**src/rtl/ql_random_source_if.sv**
```systemverilog
// ql_random_source_if: request/response bundle of the random source.
// master = requester (drives seed/requests), slave = ql_random_source.
// QL_RNG_STATS_EN adds the o_reject_cnt statistics signal.
interface ql_random_source_if #(
  parameter int SW = 4,
  parameter int AW = 2
);
  logic          i_seed_load;
  logic [15:0]   i_seed;
  logic          i_req_action;
  logic          i_req_state;
  logic [AW-1:0] o_at_random;
  logic [SW-1:0] o_first_st;
  logic          o_action_valid;
  logic          o_state_valid;
  logic          o_busy;
`ifdef QL_RNG_STATS_EN
  logic [15:0]   o_reject_cnt;
`endif

  modport master (
`ifdef QL_RNG_STATS_EN
    input  o_reject_cnt,
`endif
    output i_seed_load,
    output i_seed,
    output i_req_action,
    output i_req_state,
    input  o_at_random,
    input  o_first_st,
    input  o_action_valid,
    input  o_state_valid,
    input  o_busy
  );

  modport slave (
`ifdef QL_RNG_STATS_EN
    output o_reject_cnt,
`endif
    input  i_seed_load,
    input  i_seed,
    input  i_req_action,
    input  i_req_state,
    output o_at_random,
    output o_first_st,
    output o_action_valid,
    output o_state_valid,
    output o_busy
  );
endinterface

```
**src/rtl/ql_random_source.sv**
```systemverilog
// ql_random_source: 16-bit Galois LFSR with rejection sampling that
// draws the exploration action and the episode start state.
// Ports: clk, rst_n (async low), bus (ql_random_source_if.slave):
//   i_seed_load/i_seed, i_req_action, i_req_state in;
//   o_at_random, o_first_st, o_action_valid, o_state_valid, o_busy out.
// Optional: QL_RNG_STATS_EN adds o_reject_cnt (saturating reject count).
module ql_random_source #(
  parameter int          STATES_WIDTH  = 4,
  parameter int          ACTIONS_WIDTH = 2,
  parameter int          NUM_STATES    = 12,
  parameter int          NUM_ACTIONS   = 3,
  parameter logic [15:0] SEED          = 16'hACE1,
  parameter int          MAX_TRIES     = 8
) (
  input logic              clk,
  input logic              rst_n,
  ql_random_source_if.slave bus
);

  localparam int          SW   = STATES_WIDTH;
  localparam int          AW   = ACTIONS_WIDTH;
  localparam int          TW   = $clog2(MAX_TRIES + 1);
  localparam logic [15:0] MASK = 16'hB400;

  typedef enum logic [1:0] {
    IDLE,
    DRAW_ACT,
    DRAW_ST
  } state_e;

  state_e        state_q, state_d;
  logic [15:0]   lfsr_q, lfsr_d;
  logic [15:0]   lfsr_nx;
  logic [TW-1:0] tries_q, tries_d;
  logic          pend_act_q, pend_act_d;
  logic          pend_st_q, pend_st_d;
  logic [AW-1:0] at_q, at_d;
  logic [SW-1:0] st_q, st_d;
  logic          av_q, av_d;
  logic          sv_q, sv_d;
  logic [AW-1:0] cand_a;
  logic [SW-1:0] cand_s;
  logic          ok_a, ok_s;
  logic          last_try;
  logic          done_a, done_s;
  logic          rej_inc;
  logic          req_a, req_s;

  assign req_a = bus.i_req_action;
  assign req_s = bus.i_req_state;

  always_comb begin
    lfsr_nx  = {1'b0, lfsr_q[15:1]}
             ^ (lfsr_q[0] ? MASK : 16'h0000);
    cand_a   = lfsr_nx[AW-1:0];
    cand_s   = lfsr_nx[SW-1:0];
    ok_a     = {1'b0, cand_a} < (AW+1)'(NUM_ACTIONS);
    ok_s     = {1'b0, cand_s} < (SW+1)'(NUM_STATES);
    // attempt number is tries_q+1; the last one forces a fallback
    last_try = tries_q == TW'(MAX_TRIES - 1);
  end

  always_comb begin
    state_d = state_q;
    lfsr_d  = lfsr_q;
    tries_d = tries_q;
    at_d    = at_q;
    st_d    = st_q;
    av_d    = 1'b0;
    sv_d    = 1'b0;
    done_a  = 1'b0;
    done_s  = 1'b0;
    rej_inc = 1'b0;

    unique case (state_q)
      IDLE: begin
        if (pend_act_q || req_a) begin
          state_d = DRAW_ACT;
        end else if (pend_st_q || req_s) begin
          state_d = DRAW_ST;
        end
      end
      DRAW_ACT: begin
        lfsr_d  = lfsr_nx;
        tries_d = tries_q + TW'(1);
        rej_inc = !ok_a;
        if (ok_a || last_try) begin
          at_d    = ok_a ? cand_a : '0;
          av_d    = 1'b1;
          done_a  = 1'b1;
          tries_d = '0;
          state_d = (pend_st_q || req_s)
                  ? DRAW_ST : IDLE;
        end
      end
      DRAW_ST: begin
        lfsr_d  = lfsr_nx;
        tries_d = tries_q + TW'(1);
        rej_inc = !ok_s;
        if (ok_s || last_try) begin
          st_d    = ok_s ? cand_s : '0;
          sv_d    = 1'b1;
          done_s  = 1'b1;
          tries_d = '0;
          state_d = (pend_act_q || req_a)
                  ? DRAW_ACT : IDLE;
        end
      end
      default: state_d = IDLE;
    endcase

    pend_act_d = (pend_act_q && !done_a) || req_a;
    pend_st_d  = (pend_st_q && !done_s) || req_s;

    // seed load aborts everything and swallows same-cycle requests;
    // a zero seed would lock the LFSR, so SEED stands in for it
    if (bus.i_seed_load) begin
      lfsr_d     = (bus.i_seed == 16'h0000)
                 ? SEED : bus.i_seed;
      state_d    = IDLE;
      tries_d    = '0;
      pend_act_d = 1'b0;
      pend_st_d  = 1'b0;
      at_d       = at_q;
      st_d       = st_q;
      av_d       = 1'b0;
      sv_d       = 1'b0;
      rej_inc    = 1'b0;
    end
  end

  always_ff @(posedge clk or negedge rst_n) begin
    if (!rst_n) begin
      state_q    <= IDLE;
      lfsr_q     <= SEED;
      tries_q    <= '0;
      pend_act_q <= 1'b0;
      pend_st_q  <= 1'b0;
      at_q       <= '0;
      st_q       <= '0;
      av_q       <= 1'b0;
      sv_q       <= 1'b0;
    end else begin
      state_q    <= state_d;
      lfsr_q     <= lfsr_d;
      tries_q    <= tries_d;
      pend_act_q <= pend_act_d;
      pend_st_q  <= pend_st_d;
      at_q       <= at_d;
      st_q       <= st_d;
      av_q       <= av_d;
      sv_q       <= sv_d;
    end
  end

  assign bus.o_at_random    = at_q;
  assign bus.o_first_st     = st_q;
  assign bus.o_action_valid = av_q;
  assign bus.o_state_valid  = sv_q;
  assign bus.o_busy         = (state_q != IDLE)
                            | pend_act_q | pend_st_q;

`ifdef QL_RNG_STATS_EN
  logic [15:0] rej_q, rej_d;

  always_comb begin
    rej_d = rej_q;
    if (bus.i_seed_load) begin
      rej_d = '0;
    end else if (rej_inc && rej_q != 16'hFFFF) begin
      rej_d = rej_q + 16'd1;
    end
  end

  always_ff @(posedge clk or negedge rst_n) begin
    if (!rst_n) begin
      rej_q <= '0;
    end else begin
      rej_q <= rej_d;
    end
  end

  assign bus.o_reject_cnt = rej_q;
`else
  logic unused_rej;
  assign unused_rej = rej_inc;
`endif

endmodule

```
**src/flat_wrapper.sv**
```systemverilog
// flat-port wrapper written by rule: the top's interface ports become plain ports
module ql_random_source_flat 
#(
  parameter int          STATES_WIDTH  = 4,
  parameter int          ACTIONS_WIDTH = 2,
  parameter int          NUM_STATES    = 12,
  parameter int          NUM_ACTIONS   = 3,
  parameter logic [15:0] SEED          = 16'hACE1,
  parameter int          MAX_TRIES     = 8
)
  (clk, rst_n, bus_i_seed_load, bus_i_seed, bus_i_req_action, bus_i_req_state, bus_o_at_random, bus_o_first_st, bus_o_action_valid, bus_o_state_valid, bus_o_busy);
  ql_random_source_if #(.SW(4), .AW(2)) bus_i ();
  input logic clk;
  input logic rst_n;
  input wire logic [$bits(bus_i.i_seed_load)-1:0] bus_i_seed_load;
  input wire logic [$bits(bus_i.i_seed)-1:0] bus_i_seed;
  input wire logic [$bits(bus_i.i_req_action)-1:0] bus_i_req_action;
  input wire logic [$bits(bus_i.i_req_state)-1:0] bus_i_req_state;
  output wire logic [$bits(bus_i.o_at_random)-1:0] bus_o_at_random;
  output wire logic [$bits(bus_i.o_first_st)-1:0] bus_o_first_st;
  output wire logic [$bits(bus_i.o_action_valid)-1:0] bus_o_action_valid;
  output wire logic [$bits(bus_i.o_state_valid)-1:0] bus_o_state_valid;
  output wire logic [$bits(bus_i.o_busy)-1:0] bus_o_busy;
  assign bus_i.i_seed_load = bus_i_seed_load;
  assign bus_i.i_seed = bus_i_seed;
  assign bus_i.i_req_action = bus_i_req_action;
  assign bus_i.i_req_state = bus_i_req_state;
  assign bus_o_at_random = bus_i.o_at_random;
  assign bus_o_first_st = bus_i.o_first_st;
  assign bus_o_action_valid = bus_i.o_action_valid;
  assign bus_o_state_valid = bus_i.o_state_valid;
  assign bus_o_busy = bus_i.o_busy;
  ql_random_source #(.STATES_WIDTH(STATES_WIDTH), .ACTIONS_WIDTH(ACTIONS_WIDTH), .NUM_STATES(NUM_STATES), .NUM_ACTIONS(NUM_ACTIONS), .SEED(SEED), .MAX_TRIES(MAX_TRIES)) u_core (.clk(clk), .rst_n(rst_n), .bus(bus_i));
endmodule
```
**config.mk**
```make
export PLATFORM = sky130hd
export DESIGN_NAME = ql_random_source_flat
export DESIGN_NICKNAME = d
export VERILOG_FILES = /design/src/rtl/ql_random_source_if.sv /design/src/rtl/ql_random_source.sv /design/src/flat_wrapper.sv
export SDC_FILE = /design/constraint.sdc
export NUM_CORES = 1
export LEC_CHECK = 0
export CORE_ASPECT_RATIO = 1.2
export CORE_MARGIN = 10
export CORE_UTILIZATION = 55
export CTS_CLUSTER_SIZE = 40
export DETAILED_ROUTE_END_ITERATION = 7
export GPL_ROUTABILITY_DRIVEN = 0
export GPL_TIMING_DRIVEN = 0
export PLACE_DENSITY = 0.89
export SLEW_MARGIN = 0
export SYNTH_ARGS = -nofsm -noshare
export SYNTH_HDL_FRONTEND = slang
export SYNTH_SLANG_ARGS = --single-unit
export TNS_END_PERCENT = 30
```
**constraint.sdc**
```tcl
create_clock -name clk -period 5 [get_ports clk]
set_clock_uncertainty 0.15 [all_clocks]
set_input_delay 1 -clock clk [delete_from_list [all_inputs] [get_ports clk]]
set_output_delay 1 -clock clk [all_outputs]
set_load 0.05 [all_outputs]
```
==> metrics, run 1 <==
Yosys top cell by area=dfrtp_1; layout cells sized above 1=17.2%; die width=70.3 µm; DP HPWL=3010 µm; setup tns final=0 ns; PortBufs=28; hold-critical path depth=2; Resize count post-CTS=0; Crit Path Class=reg -> out; Total GRT Usage=13.7%; Row Count=21; CTS H-tree depth=2; DR pass1 iterations=4; Max Cap Viol=0; relative slew slack=53.4%; Die Y=80.4 µm; Crit. End Element=output port; final setup fails=0; Post-synth EDFFs=0; Hold Path Sink=u_core.lfsr_q[10]$_DFFE_PN1P_; P_leak=0.886 nW; Mapped Nets=188; post-synthesis cell count=162; Tightest Hold Check Type=reg -> reg; library cells used by synthesis=36; achievable frequency=295 MHz; Mapped Area=1670 µm²; FF-to-FF Start=u_core.state_q[1]$_DFFE_PN0P_; Synth Area in XOR/XNOR=1.57%; antenna violations before repair=0; # clock sinks=32; clk buf depth=2; first-iteration detailed-routing DRC count=78; crit-path max FO=4; vias in the first global route=1461; synth top area cells=dfrtp_1 36%, dfstp_2 13%, mux2_2 4.7%; Post-synth top flop=dfrtp_1; vias per cell=5.88; # hold bufs at CTS=0; largest family of logic cells by synthesized area=compound AO/OA/AOI/OAI gates; final count of hold timing violations=0; initial core utilization=58.3%; Least-Margin Pin Slew=0.700 ns; # IOs=30; Max Slew Vio Count=0; synth warn=0; CP required=3.85 ns; adder-cell area share of the yosys netlist=3.75%; Core Region=2860 µm²; Area Growth Syn to Fin=23.8%; Syn Area/Cell=10.3 µm²; flops & latches, synth=32; Compound-Gate Fraction of Synth Area=17.9%; Synth Area in Simple Gates=16.6%; ys async rst share=100%; status=finished clean; PwrDens=448 nW/µm²; CTS buffer count=5; clk_lat worst skew=0.34 ns; top cells by count, synth=24 x dfrtp_1, 19 x nand2_1, 15 x o21ai_0; Worst R2R Path Depth=6; post-synthesis sequential area ratio=48.5%; Worst-path clk slew=0.10 ns; Clock Tree Root=clkbuf_4; WL final=3850 µm; total grt overflow=0; final period utilization=67.7%; first-pass GRT wire length=6350 µm; RSZ-0062 raised after global routing=false; n_diodes=0; Final ANT Viol Nets=0; Worst setup SP type=flop; die area=5650 µm²; HP Start=u_core.lfsr_q[10]$_DFFE_PN1P_; Post-DP Area=1990 µm²; TritonCTS clock tree=yes; Worst Path Arrival=2.24 ns; most common cell in the synthesized netlist=dfrtp_1; largest net degree at the start of global routing=33; Final Critical Period=3.39 ns; mux contribution to synthesized area=8.91%; post-route cell area=2070 µm²; Worst VDD drop=0.378 mV; Worst R2R End=u_core.lfsr_q[8]$_DFFE_PN0P_; Routed wire per std cell=16.6 µm; postcts setup bufs=0; nets@finish=223; share of the synthesized area in the top cell type=36.0%; detailed-route DRC error count=0; Worst R2R Setup Slack=2.71 ns; Vias=1364
-- sequential cells by signal, indices dropped and copies added, names as in the netlist --
signal,cells
u_core.bus.o_first_st,4
u_core.bus.o_state_valid,1
u_core.lfsr_q,16
u_core.bus.o_action_valid,1
u_core.state_q,2
u_core.pend_st_q,1
u_core.tries_q,4
u_core.pend_act_q,1
u_core.bus.o_at_random,2
-- critical path, cell delays in order (launching register included) --
cell,delay [ns]
dfrtp_1,0.44
inv_1,0.09
ha_1,0.21
or3b_2,0.45
clkdlybuf4s50_1,0.72
-- report_power, final --
group	internal, mW	switching [mW]
combinational	0.150	0.217
sequential	0.325	0.0375
clock	0.104	0.0923
-- how the worst max path moves through the flow --
stage,startpoint,endpoint,depth (start not counted)
3_5_place_dp,bus_i_seed[8],u_core.lfsr_q[0]$_DFFE_PN1P_,5
4_1_cts,u_core.state_q[0]$_DFFE_PN0P_,bus_o_busy,4
3_3_place_gp,bus_i_seed[8],u_core.lfsr_q[0]$_DFFE_PN1P_,5
6_report,u_core.state_q[1]$_DFFE_PN0P_,bus_o_busy,4
5_1_grt,u_core.state_q[0]$_DFFE_PN0P_,bus_o_busy,4
2_1_floorplan,bus_i_seed[8],u_core.lfsr_q[0]$_DFFE_PN1P_,4
-- cell families after synthesis --
kind of cell,count (synthesis)
flip-flops,32
buffers and inverters,12
XOR/XNOR,3
multiplexers,14
AO/OA/AOI/OAI,44
adder cells (fa/ha/maj),5
AND/OR/NAND/NOR,52
-- through the flow --
step / hold WS (ns) / power (mW) / setup slack (ns) / util, % / instances
after floorplan: 0.293 / 0.612 / 2.57 / - / 162
after global placement: 0.304 / 0.717 / 2.02 / 69.6 / 224
after detailed placement: 0.323 / 0.737 / 1.97 / 69.6 / 224
after CTS: 0.337 / 0.933 / 1.61 / 72.4 / 232
after global routing: 0.367 / 0.972 / 1.52 / 72.2 / 232
final: 0.337 / 0.926 / 1.61 / 72.2 / 232
-- layer usage --
metal | track usage [%] | up-vias | part of all wire [%]
li1 | - | 657 | -
met1 | 13.3 | 647 | 39
met2 | 24.4 | 49 | 52
met3 | 5.54 | 11 | 6.6
met4 | 7.31 | 0 | 3.1
met5 | 0 | - | 0
-- layout by cell type, fill, tap and decap left out, drive strengths merged --
cell type / instances
clkdlybuf4s50: 27
nand2: 19
nand4b: 1
and3b: 1
o31ai: 1
clkinv: 1
nor4bb: 1
nand3b: 1
xnor2: 1
nor2b: 3
nor4b: 1
nor2: 11
o21ai: 19
buf: 1
o21a: 1
inv: 3
nor3: 1
or3b: 1
a211o: 1
a32o: 1
mux2i: 7
o22a: 5
o41ai: 1
nand2b: 2
a211oi: 1
xor2: 2
nand3: 4
bufinv: 1
o21bai: 1
dfrtp: 24
or4: 6
a22o: 2
mux2: 7
a21o: 2
ha: 5
dfstp: 8
clkinvlp: 1
clkbuf: 14
a21oi: 9
-- final cells by class --
class | count | area (µm²)
Multi-Input combinational cell | 118 | 815
Sequential cell | 32 | 811
Fill cell | 222 | 796
Timing Repair Buffer | 28 | 275
Clock inverter | 3 | 42.5
Tap cell | 34 | 42.5
Clock buffer | 5 | 37.5
Buffer | 9 | 33.8
Inverter | 3 | 11.3
(Power assumes the default switching activity.)
==> run 2: changes to the inputs <==
CORE_UTILIZATION = 52   (was 55)
PLACE_DENSITY = 0.85   (was 0.89)
clock period = 3.52 ns   (was 5 ns; I/O delays follow)
==> run 2 against run 1 <==
  * Clock power grew 38%
  * Via count shrank 1.5%
  * First-iteration DRC count shrank 37%
  * Critical path depth is the same
  * Non-clock buffer count is the same
  * Register-to-register slack lost 1.5 ns
  * Largest power group is now sequential cells
==> metrics, run 2 (synthesis results as in run 1) <==
Worst R2R Setup Slack=1.23 ns (-1.48 ns); CTS buffer count=5 (unchanged); nets@finish=223 (unchanged); layout cells sized above 1=16.7% (-0.51 points); Final ANT Viol Nets=0 (unchanged); global route hottest layer=met2; total grt overflow=0 (unchanged); clk buf depth=2 (unchanged); Tightest Hold Check Type=in -> async; status=finished clean; Routed wire per std cell=15.9 µm (-4.5%); Core Region=3080 µm² (+7.6%); die width=71.7 µm (+2.0%); TritonCTS clock tree=yes; DR pass1 iterations=4 (unchanged); RSZ-0062 raised after global routing=false; clk_lat worst skew=0.33 ns (about the same); Vias=1344 (-1.5%); PwrDens=629 nW/µm² (+40%); Resize count post-CTS=0 (unchanged); Reg area=811 µm² (unchanged); first-pass GRT wire length=6330 µm (-0.33%); Worst setup SP type=flop; crit-path max FO=4 (unchanged); Area Growth Syn to Fin=23.7% (about the same); n_diodes=0 (unchanged); Largest Register=u_core.lfsr_q; met1 Use GR=12.6% (-0.67 points); final setup fails=0 (unchanged); vias per cell=5.74 (-2.3%); filler cell count=262 (+18%); Clock Tree Root=clkbuf_4; WL final=3710 µm (-3.6%); Crit Path Class=reg -> out; Worst path max stage delay=0.71 ns (about the same); relative slew slack=54.8% (+1.4 points); postcts setup bufs=0 (unchanged); placed cells=226 (+0.89%); max FFs per register=16 (unchanged); Worst VDD drop=0.417 mV (+10%); CP required=2.67 ns (-1.18 ns); final count of hold timing violations=0 (unchanged); Die Y=82.1 µm (+2.1%); PortBufs=28 (unchanged); CP max stage cell=clkdlybuf4s50_1; # IOs=30 (unchanged); final period utilization=88.3%; DP HPWL=2930 µm (-3.0%); Worst-path clk slew=0.09 ns (about the same); die area=5890 µm² (+4.2%); initial core utilization=54.2% (-4.1 points); final non-filler cell total=234 (+0.86%); first-iteration detailed-routing DRC count=49 (-37%); # hold bufs at CTS=0 (unchanged); GR Util met2=25.4% (+1.1 points); Row Count=22 (+4.8%); setup tns final=0 ns (unchanged); vias in the first global route=1448 (-0.89%); Max Slew Vio Count=0 (unchanged); antenna violations before repair=0 (unchanged); commonest non-fill, non-tap cell in the layout=clkdlybuf4s50_1; CTS H-tree depth=2 (unchanged); Least-Margin Pin Slew=0.678 ns (-0.0213 ns); Final Critical Period=3.11 ns; detailed-route DRC error count=0 (unchanged); CP cell instances=inv_1, ha_1, or3b_2, clkdlybuf4s50_1; Multi-input gate area=815 µm² (unchanged); total power=1.30 mW (+40%); GRT met3 Usage=4.46% (-1.1 points); # clock sinks=32 (unchanged); P_leak=0.887 nW (+0.12%); Total GRT Usage=13.4% (-0.30 points); achievable frequency=322 MHz; Max Cap Viol=0 (unchanged); Worst Path Arrival=2.25 ns (about the same); most frequent cells in the layout=27 x clkdlybuf4s50_1, 24 x dfrtp_1, 19 x nand2_1; Crit. End Element=output port; largest net degree at the start of global routing=33 (unchanged)
==> run 2: changes by cell type in the layout (fill, tap and decap cells not counted) <==
cell | previous run | this run
clkinvlp_4 | 1 | 0
clkbuf_1 | 9 | 10
==> run 2: worst paths after layout <==
path | startpoint | to | depth (start not counted)
worst max register to register | u_core.state_q[0]$_DFFE_PN0P_ | u_core.lfsr_q[8]$_DFFE_PN0P_ | 6
worst max-delay path | u_core.state_q[0]$_DFFE_PN0P_ | bus_o_busy | 4
worst min register to register | u_core.lfsr_q[10]$_DFFE_PN1P_ | u_core.lfsr_q[10]$_DFFE_PN1P_ | 2
max in group asynchronous | rst_n | u_core.tries_q[3]$_DFFE_PN0P_ | 1
min in group clk | u_core.lfsr_q[10]$_DFFE_PN1P_ | u_core.lfsr_q[10]$_DFFE_PN1P_ | 2
worst min-delay path | rst_n | u_core.state_q[1]$_DFFE_PN0P_ | 1
==> run 2: where the power goes <==
group / total (mW) / switching [mW] / internal, mW
Clock: 0.270 / 0.121 / 0.149
Combinational: 0.514 / 0.301 / 0.213
Sequential: 0.516 / 0.0540 / 0.462
==> run 2: through the flow <==
| stage | setup WS (ns) | instance area, µm² | hold WS, ns | util (%) |
|---|---|---|---|---|
| 6_report | 0.412 | 2070 | 0.258 | 67.0 |
| 3_5_place_dp | 0.771 | 2000 | 0.311 | 64.7 |
| 4_1_cts | 0.400 | 2070 | 0.325 | 67.2 |
| 2_1_floorplan | 1.39 | 1670 | 0.258 | - |
| 5_1_grt | 0.334 | 2070 | 0.289 | 67.0 |
| 3_3_place_gp | 0.825 | 2000 | 0.306 | 64.7 |
==> run 2: worst max-delay path, delay by kind of cell (launching register included) <==
family | cells | cell delay (ns)
fa+ha+maj | 1 | 0.22
buf+inv | 2 | 0.83
flops | 1 | 0.42
simple gates | 1 | 0.45
==> run 2: cell type report <==
| cell class | count | share of cell area (%) |
|---|---|---|
| inverters | 3 | 0.545 |
| multi-input cells | 118 | 39.4 |
| clock buffers | 6 | 2.00 |
| clock inverters | 2 | 1.69 |
| plain buffers | 9 | 1.63 |
| well taps | 36 | 2.18 |
| flip-flops and latches | 32 | 39.2 |
| repair buffers | 28 | 13.3 |
==> run 2: per-layer routing <==
| metal | vias to the layer above | wire length (µm) |
|---|---|---|
| li1 | 650 | - |
| met1 | 649 | 1440 |
| met2 | 38 | 1960 |
| met3 | 7 | 240 |
| met4 | 0 | 64 |
| met5 | - | 0 |
==> run 3: changes to the inputs <==
CTS_CLUSTER_DIAMETER = 50   (was default)
==> results of run 3 <==
Same layout as run 2: the final DEF is identical, and so are final timing and power.
